--- src/rtl/imem_boot_loader.sv ---
// Boot loader: receives a length-prefixed, XOR-checksummed byte stream and writes
// little-endian 32-bit words into instruction memory, holding the core in reset until done.
module imem_boot_loader #(
  parameter int                ADDR_W      = 16,
  parameter int                DEPTH_WORDS = 256,
  parameter logic [ADDR_W-1:0] BASE_ADDR   = '0
) (
  input  logic              clk,
  input  logic              reset,
  input  logic              start,
  input  logic              rx_valid,
  input  logic [7:0]        rx_data,
  output logic              rx_ready,
  output logic              imem_wr_en,
  output logic [ADDR_W-1:0] imem_wr_addr,
  output logic [31:0]       imem_wr_data,
  output logic              cpu_reset,
  output logic              busy,
  output logic              done,
  output logic              error,
  output logic [15:0]       words_loaded
);

  typedef enum logic [2:0] {
    S_IDLE,
    S_LEN_LO,
    S_LEN_HI,
    S_DATA,
    S_CSUM,
    S_DONE,
    S_ERROR
  } state_t;

  state_t      state;
  state_t      state_next;

  logic [7:0]  len_lo;
  logic [15:0] len;
  logic [15:0] len_full;
  logic [1:0]  byte_idx;
  logic [23:0] word_buf;
  logic [7:0]  csum;
  logic        accept;
  logic        start_ok;
  logic        last_word;

  assign accept    = rx_valid && rx_ready;
  assign len_full  = {rx_data, len_lo};
  assign start_ok  = start && (state == S_IDLE || state == S_DONE || state == S_ERROR);
  assign last_word = (words_loaded + 16'd1) == len;

  // NOTE: every signal driven from always_comb gets a default first, so no path
  // through the case statement can leave it unassigned and infer a latch.
  always_comb begin
    rx_ready   = 1'b0;
    state_next = state;
    unique case (state)
      S_IDLE, S_DONE, S_ERROR: begin
        if (start) state_next = S_LEN_LO;
      end
      S_LEN_LO: begin
        rx_ready = 1'b1;
        if (accept) state_next = S_LEN_HI;
      end
      S_LEN_HI: begin
        rx_ready = 1'b1;
        if (accept) begin
          if (len_full > 16'(DEPTH_WORDS)) state_next = S_ERROR;
          else if (len_full == 16'd0)      state_next = S_CSUM;
          else                             state_next = S_DATA;
        end
      end
      S_DATA: begin
        rx_ready = 1'b1;
        if (accept && byte_idx == 2'd3 && last_word) state_next = S_CSUM;
      end
      S_CSUM: begin
        rx_ready = 1'b1;
        if (accept) state_next = (rx_data == csum) ? S_DONE : S_ERROR;
      end
      default: state_next = S_IDLE;
    endcase
  end

  // NOTE: sequential state uses non-blocking assignments so every register samples
  // pre-edge values regardless of block ordering.
  always_ff @(posedge clk) begin
    if (reset) state <= S_IDLE;
    else       state <= state_next;
  end

  // Status flags are registered from the next state so they line up with it.
  always_ff @(posedge clk) begin
    if (reset) begin
      busy      <= 1'b0;
      done      <= 1'b0;
      error     <= 1'b0;
      cpu_reset <= 1'b1;
    end else begin
      busy      <= (state_next == S_LEN_LO) || (state_next == S_LEN_HI) ||
                   (state_next == S_DATA)   || (state_next == S_CSUM);
      done      <= (state_next == S_DONE);
      error     <= (state_next == S_ERROR);
      cpu_reset <= (state_next != S_DONE);
    end
  end

  always_ff @(posedge clk) begin
    if (reset) begin
      len_lo       <= '0;
      len          <= '0;
      byte_idx     <= '0;
      word_buf     <= '0;
      csum         <= '0;
      words_loaded <= '0;
      imem_wr_en   <= 1'b0;
      imem_wr_addr <= '0;
      imem_wr_data <= '0;
    end else begin
      imem_wr_en <= 1'b0;
      if (start_ok) begin
        words_loaded <= '0;
        csum         <= '0;
        byte_idx     <= '0;
      end
      if (accept) begin
        unique case (state)
          S_LEN_LO: begin
            len_lo <= rx_data;
            csum   <= csum ^ rx_data;
          end
          S_LEN_HI: begin
            len  <= len_full;
            csum <= csum ^ rx_data;
          end
          S_DATA: begin
            csum     <= csum ^ rx_data;
            byte_idx <= byte_idx + 2'd1;
            unique case (byte_idx)
              2'd0: word_buf[7:0]   <= rx_data;
              2'd1: word_buf[15:8]  <= rx_data;
              2'd2: word_buf[23:16] <= rx_data;
              default: begin
                // Address uses the pre-increment count and wraps at ADDR_W bits.
                imem_wr_en   <= 1'b1;
                imem_wr_addr <= BASE_ADDR + ADDR_W'({words_loaded, 2'b00});
                imem_wr_data <= {rx_data, word_buf};
                words_loaded <= words_loaded + 16'd1;
              end
            endcase
          end
          default: ;
        endcase
      end
    end
  end

endmodule
--- config.mk ---
export PLATFORM = sky130hd
export DESIGN_NAME = imem_boot_loader
export DESIGN_NICKNAME = d
export VERILOG_FILES = /design/src/rtl/imem_boot_loader.sv
export SDC_FILE = /design/constraint.sdc
export NUM_CORES = 1
export LEC_CHECK = 0
export ABC_AREA = 1
export CORE_MARGIN = 5
export CORE_UTILIZATION = 49
export DETAILED_ROUTE_END_ITERATION = 7
export PLACE_DENSITY = 0.74
export REMOVE_ABC_BUFFERS = 1
export SYNTH_ARGS = -nofsm -noshare
export SYNTH_HDL_FRONTEND = slang
export SYNTH_SLANG_ARGS = --single-unit
--- constraint.sdc ---
create_clock -name clk -period 1.7 [get_ports clk]
set_input_delay 0.255 -clock clk [delete_from_list [all_inputs] [get_ports clk]]
set_output_delay 0.255 -clock clk [all_outputs]
set_load 0.02 [all_outputs]
==> flow_metrics.env <==
export IMPL_firstDrtPassIters=5
export IMPL_cts_sinks=128
export IMPL_num_vias=6058
export IMPL_seq_area_um2=2580
export IMPL_ant_nets=0
export IMPL_finalInstanceArea_um2=8287
export IMPL_clock_tree_root_cell="clkbuf_16"
export IMPL_post_dp_cell_area_um2=7332
export IMPL_pwr_share_comb_pct=11.5
export IMPL_cp_slowest_cell="dfxtp_4"
export IMPL_startpoint="words_loaded[0]$_SDFF_PP0_"
export IMPL_fin_skew_ps=7.393
export IMPL_hp_start="reset"
export IMPL_endpoint_kind="flop"
export IMPL_required_ps=2010
export IMPL_max_freq_mhz=499.5
export IMPL_fin_crit_ps=2002
export IMPL_wire_per_inst_um=16.27
export IMPL_hold_violations=0
export IMPL_period_share_pct=117.8
export IMPL_core_um2=11420
export IMPL_pin_count=82
export IMPL_syn_to_final_growth_pct=45.43
export IMPL_crit_chain="buf_6 -> inv_4 -> nor2_4 -> buf_4 -> nand2_4 -> nand2_1 -> nand3_2 -> nand2_1 -> nor2_1 -> nand2_1 -> nor2_4 -> nand3_2 -> nand2_2 -> and2_4 -> nor2_4 -> nand2_2 -> inv_2"
export IMPL_dp_hpwl_mm=12.60
export IMPL_portBuffers=79
export IMPL_criticalPathCategory="reg -> reg"
export IMPL_hold_depth=2
export IMPL_cts_tree="built"
export IMPL_die_h_um=117.8
export IMPL_place_congestion=1.029
export IMPL_drv_cap=0
export IMPL_clkTransAtPathRegs_ps=60
export IMPL_viasPerCell=5.371
export IMPL_synthCells=796
export IMPL_p_sw_mw=1.903
export IMPL_route_detailed_drc=0
export IMPL_p_sw_share_pct=24.83
export IMPL_slew_viol_final=0
export IMPL_rsz0062_at_grt="true"
export IMPL_share_seq_of_total_power_pct=41.3
export IMPL_clock_insertion_delay_worst_skew_ps=410
export IMPL_clockBufferDepth=2
export IMPL_pwr_density_cell_nw_per_um2=925.0
export IMPL_grt_pass1_wl_mm=29.51
export IMPL_grt_total_usage_pct=25.92
export IMPL_syn_avg_cell_area_um2=7.158
export IMPL_rr_startpoint="words_loaded[0]$_SDFF_PP0_"
export IMPL_min_delay_worst_endpoint="csum[3]$_SDFF_PP0_"
export IMPL_slowest_delay_ps=350
export IMPL_status="finished, violations left"
export IMPL_cp_max_fo=5
export IMPL_finalSetupViolations=8
export IMPL_grt_pass1_vias=6088
export IMPL_hp_class="in -> reg"
export IMPL_synth_area_leaders="dfxtp_1, nand2_1, a21oi_1"
export IMPL_p_clk_share_pct=47.1
export IMPL_ff2ff_setup_slack_ps=-300
export IMPL_n_fill_cell=931
export IMPL_multi_input_area_um2=2934
export IMPL_rr_endpoint="done$_SDFF_PP0_"
export IMPL_die_area_um2=13890
export IMPL_die_w_um=117.8
export IMPL_yosys_area_top_type="dfxtp_1"
export IMPL_cts_htree_levels=4
export IMPL_ys_seq_area_share_pct=44.97
export IMPL_ir_worst_vdd_mv=0.7954
export IMPL_yosys_warnings=0
export IMPL_cts_buffers=17
export IMPL_syn_cell_area_um2=5698
export IMPL_cp_start_kind="flop"
export IMPL_p_int_mw=5.762
export IMPL_drt_iter0_drc=444
export IMPL_power_total_mw=7.665
export IMPL_num_rows=39
export IMPL_nets=991
export IMPL_antenna_cells=0
export IMPL_synth_seq_cells=128
export IMPL_setup_ws_ps=-302.1
export IMPL_grt_max_degree=43
export IMPL_utilization_pct=72.57
export IMPL_ys_types=38
export IMPL_reg2reg_depth=17
export IMPL_drive_above_1_share_pct=22.84
export IMPL_violations="setup timing"
export IMPL_antenna_found_initial=0
export IMPL_wirelength_mm=18.36
export IMPL_crit_arrival_ps=2310
export IMPL_netlist_area_leader_share_pct=44.97
export IMPL_p_leak_nw=3.473
export IMPL_initial_core_util_pct=49.90
export IMPL_overflow=0
-- cell families after synthesis --
| kind of cell | Yosys count | synth area share (%) |
|---|---|---|
| simple gates | 372 | 28.52 |
| compound gates | 173 | 16.12 |
| flops | 128 | 44.97 |
| buf+inv | 106 | 7.224 |
| xor+xnor | 10 | 1.779 |
| fa+ha+maj | 6 | 1.317 |
| other cells | 1 | 0.06581 |
-- power by group through the flow --
stage          combinational [mW]  clock, mW  sequential (mW)
2_1_floorplan               0.422          0             3.22
3_3_place_gp                0.821          0             3.22
3_5_place_dp                0.836          0             3.22
4_1_cts                     0.853       3.67             3.17
5_1_grt                     0.980       3.82             3.18
6_report                    0.885       3.61             3.17
-- synth_stat cells --
library cell and n:
nand2_1 193, xnor3_1 1, nand3_1 79, inv_2 2
o211ai_1 1, o21ai_1 2, and2_4 1, o211a_1 1
nand3b_1 5, clkinv_1 1, a31oi_1 1, nand2_2 4
o22ai_1 2, nor2_2 2, nand2_4 1, buf_1 2
buf_2 5, dfxtp_1 128, and3_1 1, clkbuf_1 34
inv_1 60, buf_4 2, o21bai_1 1, nand4_1 9
nor2_4 4, nor3_1 10, nor2_8 1, o21ai_0 49
xnor2_1 5, a211oi_1 6, o31ai_1 5, ha_1 6
a21oi_1 102, a311oi_1 1, conb_1 1, o32ai_1 2
xor2_1 4, nor2_1 62
-- routing by layer --
layer  share of wire [%]  global-route usage (%)
met5                   0                       0
met1                  42                   30.22
met2                  50                   44.34
met4                 2.7                   11.33
met3                 5.3                   7.208
-- through the flow --
stage	TNS (ps)	hold slack [ps]	std cells	setup slack (ps)
floorplan	-144590	324.1	754	-2296
global placement	-19620	448.5	1081	-364.3
detailed placement	-20600	451.7	1081	-425.7
CTS	-1426	188.0	1119	-254.6
global route	-2958	229.7	1128	-470.1
finish	-1730	195.8	1128	-302.1
-- cell usage in the layout (no fill, tap or decap), types with 3 or more instances in the layout --
cell / instances
a211oi_1: 6
a21oi_1: 102
buf_12: 4
buf_4: 109
buf_6: 7
clkbuf_16: 18
clkbuf_8: 4
clkdlybuf4s50_1: 61
dfxtp_1: 116
dfxtp_2: 11
dlygate4sd2_1: 14
ha_1: 5
inv_1: 58
nand2_1: 179
nand2_2: 15
nand2_4: 4
nand3_1: 67
nand3_2: 12
nand3b_1: 5
nand4_1: 9
nor2_1: 51
nor2_2: 9
nor2_4: 9
nor3_1: 9
o21ai_0: 48
o31ai_1: 3
xnor2_1: 5
xor2_1: 4
-- worst max-delay path by stage --
stage	slack (ps)	endpoint	depth (start not counted)
2_1_floorplan	-2300	imem_wr_addr[2]$_SDFFE_PP0P_	7
3_3_place_gp	-360	busy$_SDFF_PP0_	9
3_5_place_dp	-430	cpu_reset$_SDFF_PP1_	10
4_1_cts	-250	done$_SDFF_PP0_	15
5_1_grt	-470	busy$_SDFF_PP0_	15
6_report	-300	done$_SDFF_PP0_	17
-- flip-flops by register name, summed over array words and instances (netlist names), 2 cells and up --
signal / flops
word_buf: 24
state: 3
imem_wr_data: 32
csum: 8
words_loaded: 16
byte_idx: 2
len_lo: 8
len: 16
imem_wr_addr: 14
-- worst max-delay path, delay by kind of cell, from the launching register on --
kind	cells	cell delay [ps]
and+or+nand+nor	13	1180
buffers and inverters	4	360
DFF	1	350
-- repair_timing --
| item | CTS | global route |
|---|---|---|
| endpoints found under the setup margin | 27 | 105 |
| resized for setup | 58 | 38 |
| hold buffers | 0 | 0 |
| cloned | 1 | 1 |
| setup buffers | 6 | 8 |
| pin swaps | 15 | 16 |
-- final cells by class --
type / instances / share of cell area (%)
multi-input combinational: 564 / 35.41
sequential: 128 / 31.13
timing repair buffer: 199 / 21.21
clock buffer: 23 / 5.889
inverter: 63 / 2.944
tap: 143 / 2.159
clock inverter: 8 / 1.253
Note: power is estimated with default switching activity, not from simulation.
